--- config.mk ---
export PLATFORM = sky130hd
export DESIGN_NAME = hit_classifier
export DESIGN_NICKNAME = d
export VERILOG_FILES = /design/src/rtl/hit_classifier.sv
export SDC_FILE = /design/constraint.sdc
export NUM_CORES = 1
export LEC_CHECK = 0
export BUFFER_PORTS_ARGS = -buffer_cell sky130_fd_sc_hd__clkbuf_2
export CAP_MARGIN = 10
export CORE_MARGIN = 2
export CORE_UTILIZATION = 31
export CTS_BUF_LIST = sky130_fd_sc_hd__clkbuf_16
export DETAILED_ROUTE_END_ITERATION = 8
export MAX_ROUTING_LAYER = met4
export PLACE_DENSITY = 0.61
export SETUP_SLACK_MARGIN = 0.15
export SLEW_MARGIN = 10
export SYNTH_ARGS = -nofsm -noshare
export SYNTH_HDL_FRONTEND = slang
export SYNTH_SLANG_ARGS = --single-unit
--- constraint.sdc ---
create_clock -name clk -period 4.36 [get_ports clk]
set_input_delay 0 -clock clk [delete_from_list [all_inputs] [get_ports clk]]
set_output_delay 0 -clock clk [all_outputs]
set_load 0.01 [all_outputs]
--- src/rtl/hit_classifier.sv ---
// hit_classifier
//   Upstream stage of combo_counter. Tracks which holes have a mole up,
//   edge-detects button presses and turns each accepted press (and, when
//   enabled, each unwhacked expiry) into one-cycle result pulses. At most one
//   of miss / non_full_clear_hit / full_clear_hit is high in any cycle.
//
// Parameters
//   N_HOLES         number of holes/buttons (2..16)
//   LOCKOUT_CYCLES  cycles after a classified press during which presses are ignored (>=1)
//
// Ports
//   clk                 in   system clock
//   rst                 in   synchronous active-high reset
//   btn                 in   debounced button levels, 1 = pressed
//   mole_spawn          in   one-cycle pulses: raise mole i
//   mole_expire         in   one-cycle pulses: mole i timed out
//   mole_up             out  registered mask of moles currently up
//   miss                out  pulse: bad press, mash, or expiry-miss
//   non_full_clear_hit  out  pulse: mole hit, other moles remain up
//   full_clear_hit      out  pulse: hit the last mole up
//   lockout             out  high while the press lockout counter is nonzero
//
// Build option
//   EXPIRE_MISS_EN  when defined, every valid expiry queues a miss pulse in a
//                   saturating pending counter drained on cycles without a
//                   press result. Undefined: expiry only clears mole_up.
module hit_classifier #(
  parameter int unsigned N_HOLES        = 8,
  parameter int unsigned LOCKOUT_CYCLES = 4
) (
  input  logic               clk,
  input  logic               rst,
  input  logic [N_HOLES-1:0] btn,
  input  logic [N_HOLES-1:0] mole_spawn,
  input  logic [N_HOLES-1:0] mole_expire,
  output logic [N_HOLES-1:0] mole_up,
  output logic               miss,
  output logic               non_full_clear_hit,
  output logic               full_clear_hit,
  output logic               lockout
);

  localparam int unsigned LOCK_W = $clog2(LOCKOUT_CYCLES + 1);

  logic [N_HOLES-1:0] btn_q, btn_d;
  logic [N_HOLES-1:0] mole_up_q, mole_up_d;
  logic [LOCK_W-1:0]  lock_cnt_q, lock_cnt_d;
  logic               miss_q, miss_d;
  logic               nfch_q, nfch_d;
  logic               fch_q, fch_d;

  logic [N_HOLES-1:0] press;
  logic [N_HOLES-1:0] hit_clear;
  logic               accept;
  logic               multi;

`ifdef EXPIRE_MISS_EN
  localparam int unsigned PEND_W   = $clog2(N_HOLES * 2 + 1);
  localparam int unsigned SUM_W    = PEND_W + 1;
  localparam int unsigned PEND_MAX = (1 << PEND_W) - 1;

  logic [PEND_W-1:0]  pend_q, pend_d;
  logic [N_HOLES-1:0] exp_valid;
  logic [SUM_W-1:0]   exp_cnt;
  logic [SUM_W-1:0]   pend_sum;
  logic               drain;
`endif

  always_comb begin
    btn_d     = btn;
    press     = btn & ~btn_q;
    accept    = (lock_cnt_q == '0) && (press != '0);
    // More than one bit set iff clearing the lowest set bit leaves something.
    multi     = (press & (press - N_HOLES'(1))) != '0;
    hit_clear = '0;
    miss_d    = 1'b0;
    nfch_d    = 1'b0;
    fch_d     = 1'b0;

    if (accept) begin
      if (multi) begin
        miss_d = 1'b1;
      end else if ((press & mole_up_q) == '0) begin
        miss_d = 1'b1;
      end else begin
        hit_clear = press;
        if ((mole_up_q & ~press) == '0) fch_d  = 1'b1;
        else                            nfch_d = 1'b1;
      end
    end

    // Hit clear, then expiry clear, then spawn: spawn wins on a shared hole.
    mole_up_d = ((mole_up_q & ~hit_clear) & ~mole_expire) | mole_spawn;

    if (accept)                lock_cnt_d = LOCK_W'(LOCKOUT_CYCLES);
    else if (lock_cnt_q != '0) lock_cnt_d = lock_cnt_q - LOCK_W'(1);
    else                       lock_cnt_d = lock_cnt_q;

`ifdef EXPIRE_MISS_EN
    // A hit on the expiring hole suppresses its expiry-miss.
    exp_valid = mole_expire & mole_up_q & ~hit_clear;
    exp_cnt   = '0;
    for (int unsigned i = 0; i < N_HOLES; i++) begin
      exp_cnt = exp_cnt + SUM_W'(exp_valid[i]);
    end
    drain = !accept && (pend_q != '0);
    if (drain) miss_d = 1'b1;
    pend_sum = {1'b0, pend_q} + exp_cnt - SUM_W'(drain);
    if (pend_sum > SUM_W'(PEND_MAX)) pend_d = '1;
    else                             pend_d = pend_sum[PEND_W-1:0];
`endif
  end

  always_ff @(posedge clk) begin
    if (rst) begin
      btn_q      <= '1;
      mole_up_q  <= '0;
      lock_cnt_q <= '0;
      miss_q     <= 1'b0;
      nfch_q     <= 1'b0;
      fch_q      <= 1'b0;
    end else begin
      btn_q      <= btn_d;
      mole_up_q  <= mole_up_d;
      lock_cnt_q <= lock_cnt_d;
      miss_q     <= miss_d;
      nfch_q     <= nfch_d;
      fch_q      <= fch_d;
    end
  end

`ifdef EXPIRE_MISS_EN
  always_ff @(posedge clk) begin
    if (rst) pend_q <= '0;
    else     pend_q <= pend_d;
  end
`endif

  assign mole_up            = mole_up_q;
  assign miss               = miss_q;
  assign non_full_clear_hit = nfch_q;
  assign full_clear_hit     = fch_q;
  assign lockout            = (lock_cnt_q != '0);

endmodule

==> impl_metrics.csv, run 1 <==
group,metric,value,unit
final_layout,layout-drive-gt1-share,33.5,%
route,drc,0,
sta,skew,0.00237,ns
floorplanning,die_w,64.7,µm
final_layout,syn_to_final_growth,34.6,%
synthesis,yosysWarnings,0,
synthesis,yosys_register_bits,22,
sta,hold_violations,0,
route,wl_per_cell,14.0,µm
clock_network,cts_htree_levels,1,
placement,dpl.hpwl,2.35,mm
clock_network,cts_resized,0,
final_layout,n_fill_cell,374,
run_status,status,"complete, no violations",
synthesis,yosysTopAreaCell,"dfxtp_1",
clock_network,clock_sinks,22,
floorplanning,dieArea,0.00419,mm²
worst_setup_path,required,4.51,ns
route,drtPass1Iterations,5,
route,vias,1095,
route,drt_wl_total,3.05,mm
final_layout,multiInputGateArea,661,µm²
final_layout,antenna_cells,0,
worst_setup_path,arrival,2.12,ns
sta,min_period,1.96,ns
route,vias_per_cell,5.02,
clock_network,cts_tree,"done",
synthesis,ys_seq_area_share,38.6,%
worst_setup_path,critPathMaxFanout,6,
floorplanning,start_util,31.7,%
synthesis,netlist_instances,123,
flow_run,max-cap-violations,0,
placement,port_buffers,37,
global_routing,grtUsageTotal,15.2,%
worst_setup_path,r2r_start,"lock_cnt_q[0]",
worst_setup_path,critPathKind,"flop to flop",
floorplanning,ios,38,
final_layout,layout_commonest_cell,"clkbuf_2",
sta,setup-tns-final,0,ns
placement,placed_cell_area,0.00137,mm²
placement,dp_slack,2.41,ns
clock_network,cts_max_path_buffers,2,
pwr,p_leak,0.682,nW
global_routing,grt-ovfl-total,0,
synthesis,synth_edf_count,0,
final_layout,regArea,440,µm²
synthesis,synth.distinct_cells,41,
sta,fin_ws,2.40,ns
synthesis,syn_area,0.00114,mm²
synthesis,synth_nets,151,
pwr,peakVddDrop,145,µV
floorplanning,die_h,64.7,µm
clock_network,cts_buffers,3,
sta,setup_violations,0,
global_routing,grt_pass1_wl,4.84,mm
min_path,worstHoldPathType,"input pin to flop",
clock_network,cts_root_buffer,"clkbuf_16",
synthesis,synthFlopType,"dfxtp_1",
worst_setup_path,end_kind,"flop",
worst_setup_path,cp-start-kind,"flop",
sta,slew_viol_final,0,
min_path,hp-start,"mole_expire[7]",
floorplanning,core_area,0.00361,mm²
route,drtIter0Drc,40,
clock_network,insertion_delay,0.26,ns
final_layout,final_cell_mix,"37 x clkbuf_2, 22 x dfxtp_1, 10 x a31oi_1",
pwr,power_density,403,mW/mm²
placement,gp_congestion,0.833,
sta,rsz0062_at_grt,"no",
global_routing,antenna_found_initial,0,
floorplanning,num_rows,22,
worst_setup_path,cp-startpoint,"lock_cnt_q[0]",
clock_network,path_clk_slew,0.06,ns
final_layout,layout.nets,199,
sta,finalCritPeriodShare,45.1,%
sta,timing.fmax,509,MHz
final_layout,fin_area,0.00154,mm²
synthesis,async_reset_ff_share,0,%
synthesis,ys_top_cells_by_area,"dfxtp_1 39%, a31oi_1 5.5%, o21bai_1 4.6%",
sta,slew_headroom,56.9,%
synthesis,synth_top_area_share,38.6,%
synthesis,avgSynthCellArea,9.29,µm²
route,ant_nets,0,
final_layout,final_core_util,42.6,%
global_routing,grt_pass1_vias,1066,
sta,tightest_slew,0.643,ns
global_routing,grt_max_degree,23,
-- worst max-delay path, stage by stage (launching register included) --
cell and delay, ns:
dfxtp_1 0.31, inv_1 0.10, ha_1 0.19, nor2b_1 0.27, inv_1 0.16, or4_4 0.55
nor4b_1 0.27
-- layout make-up --
cell class / instances / share of cell area (%)
clock buffer: 3 / 4.88
clock inverter: 1 / 0.244
inverter: 6 / 1.46
multi-input combinational: 92 / 43.0
sequential: 22 / 28.6
tap: 48 / 3.91
timing repair buffer: 46 / 17.9
-- cell usage after synthesis, types with 2 or more instances --
library cell and number:
a2111oi_1 2, nor2_1 6, nand4_1 2, nand2b_1 6, dfxtp_1 22, clkbuf_1 2
a22oi_1 2, and3b_1 3, nand3_1 2, o21bai_1 7, nor3_1 7, nor2b_1 7
nand3b_1 2, ha_1 2, nand2b_4 2, or2_2 8, a21oi_1 3, inv_1 6
a31oi_1 10
-- registers in the layout, indices dropped and copies added, names as in the netlist --
register / cells
btn_q: 8
full_clear_hit: 1
lock_cnt_q: 3
miss: 1
mole_up: 8
non_full_clear_hit: 1
-- worst paths after layout --
kind | slack [ns] | depth (start not counted) | to
setup / recovery | 2.40 | 6 | full_clear_hit
hold / removal | 0.01 | 3 | mole_up[7]
setup reg to reg | 2.40 | 6 | full_clear_hit
hold reg to reg | 0.49 | 2 | lock_cnt_q[2]
-- what timing repair did --
item | CTS | global route
hold endpoints to repair | 9 | 0
setup buffers | 0 | 0
hold buffers | 9 | 0
-- cell families after synthesis --
kind of cell	Yosys count	synth area share, %
simple gates	58	34.5
compound gates	31	20.3
flops	22	38.6
buf+inv	9	3.61
fa+ha+maj	3	3.07
-- through the flow --
step                hold slack, ns  power (mW)  std cells
finish                      0.0113       0.619        218
global placement             0.229       0.409        205
detailed placement           0.230       0.421        205
floorplan                    0.107       0.362        123
global route                0.0301       0.650        218
CTS                         0.0128       0.621        218
-- power by group --
group          internal, mW  total [mW]  switching [mW]
logic                0.0815       0.181          0.0995
registers             0.226       0.242          0.0157
clock network         0.122       0.197          0.0740
total                 0.430       0.619           0.189
-- layer usage --
layer | track usage (%) | wire [µm] | part of all wire [%]
met1 | 17.0 | 1330 | 44
met2 | 28.5 | 1570 | 51
met3 | 1.56 | 111 | 3.6
met4 | 3.99 | 33 | 1.1
met5 | - | 0 | 0
No activity file was read; power rests on OpenSTA's default activity.
==> run 2: changes to the inputs <==
clock period = 2 ns   (was 4.36 ns; I/O delays follow)
==> run 2 against run 1 <==
  * Global-route usage fell by 0.26 points
  * Final cell count rose by 2.8%
  * Wire length fell by 4.1%
  * Largest cell class unchanged
  * Largest power group unchanged
==> impl_metrics.csv, run 2 (synthesis results as in run 1) <==
group,metric,value,unit
run_status,status,"complete, no violations",
floorplanning,dieArea,0.00419,mm²
global_routing,grt_max_degree,23,
worst_setup_path,end_kind,"flop",
worst_setup_path,crit_path_top_delay_cell,"dlygate4sd3_1",
floorplanning,core_area,0.00361,mm²
clock_network,insertion_delay,0.26,ns
sta,rsz0062_at_grt,"yes",
worst_setup_path,ff2ff_setup_slack,0.25,ns
worst_setup_path,r2r_cells,5,
clock_network,cts_buffers,3,
placement,gp_congestion,0.794,
route,drt-met1-wl,1.25,mm
sta,tightest_slew,0.375,ns
pwr,clock_power_share,29.4,%
worst_setup_path,worstReg2RegEnd,"full_clear_hit",
route,vias_per_cell,4.94,
final_layout,layout-drive-gt1-share,42.0,%
clock_network,path_clk_slew,0.05,ns
floorplanning,die_h,64.7,µm
pwr,p_leak,0.746,nW
clock_network,cts_htree_levels,1,
sta,fin_hold_ws,0.0233,ns
route,vias,1107,
pwr,p_sw,0.423,mW
pwr,comb_power_share,33.0,%
clock_network,clock_sinks,22,
route,drtPass1Iterations,4,
min_path,hold_end,"mole_up[7]",
sta,min_period,1.76,ns
sta,setup_violations,0,
worst_setup_path,slowest_delay,0.52,ns
worst_setup_path,cp-start-kind,"input pin",
floorplanning,die_w,64.7,µm
sta,skew,0.00491,ns
final_layout,layout_commonest_cell,"clkbuf_2",
final_layout,syn_to_final_growth,44.8,%
route,routed-wl-met2,1.47,mm
global_routing,grtUsageTotal,14.9,%
sta,fin_ws,0.244,ns
worst_setup_path,critical_path.top_delay_family,"simple AND/OR/NAND/NOR gates",
worst_setup_path,arrival,1.91,ns
route,dr.max_layer_used,"met4",
min_path,min_path_cells,3,
worst_setup_path,cp-startpoint,"btn[1]",
route,wl_per_cell,13.0,µm
worst_setup_path,r2r_start,"mole_up[2]",
flow_run,max-cap-violations,0,
sta,setup-tns-final,0,ns
min_path,worstHoldPathType,"input pin to flop",
route,drc,0,
placement,port_buffers,37,
pwr,intPower,0.995,mW
pwr,p_sw_share,29.8,%
route,ant_nets,0,
worst_setup_path,critPathKind,"input pin to flop",
placement,dp_slack,0.130,ns
route,drtIter0Drc,58,
global_routing,grt_pass1_vias,1039,
worst_setup_path,required,2.15,ns
clock_network,cts_tree,"done",
floorplanning,ios,38,
placement,dpl.hpwl,2.22,mm
sta,finalCritPeriodShare,87.8,%
floorplanning,num_rows,22,
worst_setup_path,critPathMaxFanout,4,
floorplanning,start_util,31.7,%
worst_setup_path,crit_chain,"dlygate4sd3_1 -> clkbuf_2 -> and3b_1 -> a2111oi_4 -> and4b_4 -> or4_4 -> nor4b_1",
final_layout,antenna_cells,0,
sta,timing.fmax,570,MHz
sta,hold_violations,0,
pwr,seqPwrFrac,37.6,%
min_path,hp-start,"mole_expire[7]",
global_routing,antenna_found_initial,0,
sta,slew_viol_final,0,
global_routing,grt_pass1_wl,4.69,mm
global_routing,grt-ovfl-total,0,
final_layout,layout.nets,205,
final_layout,final_cell_mix,"37 x clkbuf_2, 21 x dfxtp_1, 9 x a31oi_1, 9 x dlygate4sd3_1, 8 x or2_2",
route,wl_met3,129,µm
worst_setup_path,path_buf_inv,2,
pwr,power_density,858,mW/mm²
clock_network,cts_max_path_buffers,2,
sta,slew_headroom,75.0,%
pwr,peakVddDrop,410,µV
route,drt_wl_total,2.92,mm
clock_network,cts_root_buffer,"clkbuf_16",
[run 2: changes by cell type in the layout (fill, tap and decap cells not counted), moves of 2 or more]
cell	previous run	this run
a2111oi_1	2	0
buf_4	0	6
nand2b_1	6	3
nand2b_4	2	4
[run 2: worst max-delay path by stage]
stage               slack (ns)  depth (start not counted)                 end
finish                    0.24                          7      full_clear_hit
global route              0.15                          6      full_clear_hit
CTS                       0.18                          8                miss
detailed placement        0.13                          5                miss
global placement          0.13                          5                miss
floorplan                 0.24                          6  non_full_clear_hit
[run 2: through the flow]
stage / std cells / total power, mW / util (%) / instance area, µm²
2_1_floorplan: 123 / 0.789 / - / 1140
3_3_place_gp: 210 / 0.928 / 39.0 / 1410
3_5_place_dp: 210 / 0.952 / 39.0 / 1410
4_1_cts: 223 / 1.39 / 43.9 / 1580
5_1_grt: 224 / 1.51 / 45.9 / 1650
6_report: 224 / 1.42 / 45.9 / 1650
[run 2: metal layers]
| layer | track usage (%) | vias to the layer above |
|---|---|---|
| met5 | - | - |
| met3 | 1.04 | 5 |
| met1 | 17.1 | 508 |
| met4 | 7.98 | 0 |
| met2 | 25.9 | 33 |
| li1 | - | 561 |
[run 2: worst reg2reg max path, stage by stage (launching register included)]
cell       delay, ns
dfxtp_1         0.37
and3b_1         0.23
a2111oi_4       0.07
and4b_4         0.24
or4_4           0.49
nor4b_1         0.25
[run 2: cell type report]
type | instances | area, µm²
fillers | 363 | 1950
multi-input cells | 92 | 731
flip-flops and latches | 22 | 442
repair buffers | 52 | 320
clock buffers | 3 | 75.1
well taps | 48 | 60.1
inverters | 6 | 22.5
clock inverters | 1 | 3.75
[run 2: what timing repair did]
item                                    CTS  global route
setup buffers                             0             1
resized for setup                         2            11
cloned                                    0             0
endpoints found under the setup margin    2             6
hold buffers                              9             0
hold endpoints to repair                  9             0
[run 2: power by group through the flow]
stage                     Sequential [mW]  Combinational, mW  Clock (mW)
after global placement              0.531              0.397           0
final                               0.533              0.468       0.418
after detailed placement            0.536              0.416           0
after global routing                0.539              0.522       0.449
after CTS                           0.528              0.438       0.429
after floorplan                     0.535              0.254           0
==> run 3: changes to the inputs <==
CORE_UTILIZATION = 40   (was 31)
PLACE_DENSITY = 0.74   (was 0.61)
==> run 3 against run 2 <==
  * Cell area shrank 3.9%
  * Wire length is 2.1% lower
  * Sequential share of layout area grew 0.99 points
  * Combinational power shrank 5.1%
  * Clock skew increased by 0.0022 ns
  * Largest cell class unchanged
  * Highest routed layer unchanged
  * Clock power up 35%
  * Clock-buffer cell count did not move
  * Fmax is 2.7% lower
  * Utilization rose by 12 points
  * Critical path depth is 1 lower
  * Final cell count fell by 8.9%
  * Die area fell by 21%
==> impl_metrics.csv, run 3 (synthesis results as in run 1) <==
group,metric,value,unit
worst_setup_path,cp-start-kind,"flop",
sta,min_period,1.80,ns
route,vias,1117,
min_path,worstHoldPathType,"input pin to flop",
route,drc,0,
floorplanning,num_rows,19,
floorplanning,ios,38,
global_routing,grt_pass1_wl,4.65,mm
floorplanning,die_h,57.4,µm
sta,fin_ws,0.196,ns
global_routing,grt.met2_usage,30.2,%
final_layout,fin_area,0.00159,mm²
sta,timing.fmax,554,MHz
floorplanning,dieArea,0.00330,mm²
global_routing,grt_max_degree,23,
global_routing,grtUsageTotal,18.7,%
global_routing,grt-ovfl-total,0,
placement,dpl.hpwl,2.08,mm
flow_run,max-cap-violations,0,
final_layout,regArea,440,µm²
final_layout,layout-drive-gt1-share,38.7,%
worst_setup_path,critPathMaxFanout,6,
final_layout,antenna_cells,0,
route,drtPass1Iterations,4,
pwr,power_density,970,mW/mm²
sta,fin_hold_ws,0.00973,ns
worst_setup_path,arrival,1.98,ns
final_layout,layout_commonest_cell,"clkbuf_2",
clock_network,cts_max_path_buffers,2,
floorplanning,start_util,41.8,%
clock_network,clock_sinks,22,
sta,rsz0062_at_grt,"no",
clock_network,insertion_delay,0.26,ns
worst_setup_path,cp-startpoint,"lock_cnt_q[1]",
pwr,peakVddDrop,689,µV
run_status,status,"complete, no violations",
placement,dp.cells,191,
placement,placed_cell_area,0.00137,mm²
min_path,hp-start,"mole_expire[7]",
route,drtIter0Drc,12,
clock_network,path_clk_slew,0.06,ns
sta,slew_headroom,71.5,%
clock_network,cts_root_buffer,"clkbuf_16",
final_layout,instances_no_fill,204,
sta,setup_violations,0,
final_layout,layout.nets,202,
sta,setup-tns-final,0,ns
sta,finalCritPeriodShare,90.2,%
route,wl_per_cell,14.0,µm
route,drt_wl_total,2.86,mm
sta,hold_violations,0,
worst_setup_path,r2r_cells,6,
sta,tightest_slew,0.426,ns
worst_setup_path,critPathKind,"flop to flop",
clock_network,cts_tree,"done",
placement,port_buffers,37,
clock_network,cts_htree_levels,1,
route,ant_nets,0,
worst_setup_path,end_kind,"flop",
final_layout,n_fill_cell,242,
sta,skew,0.00707,ns
global_routing,grt_util_met1,22.2,%
worst_setup_path,required,2.17,ns
worst_setup_path,r2r_start,"lock_cnt_q[1]",
placement,dp_slack,0.0189,ns
final_layout,syn_to_final_growth,39.2,%
pwr,p_leak,0.719,nW
sta,slew_viol_final,0,
clock_network,cts_buffers,3,
final_layout,multiInputGateArea,686,µm²
floorplanning,die_w,57.4,µm
placement,gp_congestion,0.782,
final_layout,final_core_util,58.2,%
global_routing,antenna_found_initial,0,
pwr,total_power,1.54,mW
global_routing,grt_pass1_vias,1085,
final_layout,final_cell_mix,"37 x clkbuf_2, 22 x dfxtp_1, 10 x a31oi_1",
global_routing,grt-busiest-layer,"met2",
min_path,min_path_cells,3,
global_routing,use_met3,4.08,%
route,vias_per_cell,5.48,
floorplanning,core_area,0.00273,mm²
[run 3: cell types whose count changed in the layout (fill, tap and decap cells not counted), sizes merged]
cell,change
clkinv,-1
buf,-3
bufinv,+1
[run 3: layout make-up]
type,count,share of cell area [%]
sequential,22,27.7
inverter,6,1.42
timing repair buffer,49,18.7
clock buffer,3,4.72
tap,31,2.44
multi-input combinational,92,43.1
clock inverter,1,1.89
[run 3: worst max-delay path, stage by stage (launching register included)]
cell and delay, ns:
dfxtp_1 0.33, inv_1 0.12, ha_2 0.21, nor2b_4 0.18, inv_2 0.08, or4_4 0.52, nor4bb_1 0.26
[run 3: power breakdown]
group / internal [mW] / leakage [nW] / switching, mW / total [mW]
Sequential: 0.493 / 0.183 / 0.0405 / 0.533
Combinational: 0.209 / 0.485 / 0.235 / 0.444
Clock: 0.398 / 0.0511 / 0.168 / 0.565
Total: 1.10 / 0.719 / 0.443 / 1.54
[run 3: timing repair]
item,in CTS,in global routing
buffers inserted,0,0
endpoints found under the setup margin,3,7
endpoints found under the hold margin,9,0
pin swaps,0,1
hold buffers,9,0
gates resized for setup,4,3
[run 3: path summary, 6_finish.rpt]
path	endpoint	slack (ns)
setup reg to reg	non_full_clear_hit	0.20
hold reg to reg	lock_cnt_q[0]	0.46
setup / recovery	non_full_clear_hit	0.20
hold / removal	mole_up[7]	0.01
[run 3: metal layers]
layer,up-vias,share of wire [%],wire length [µm]
li1,561,-,-
met1,527,46,1300
met2,24,48,1370
met3,5,4.8,137
met4,0,1.9,53
met5,-,0,0
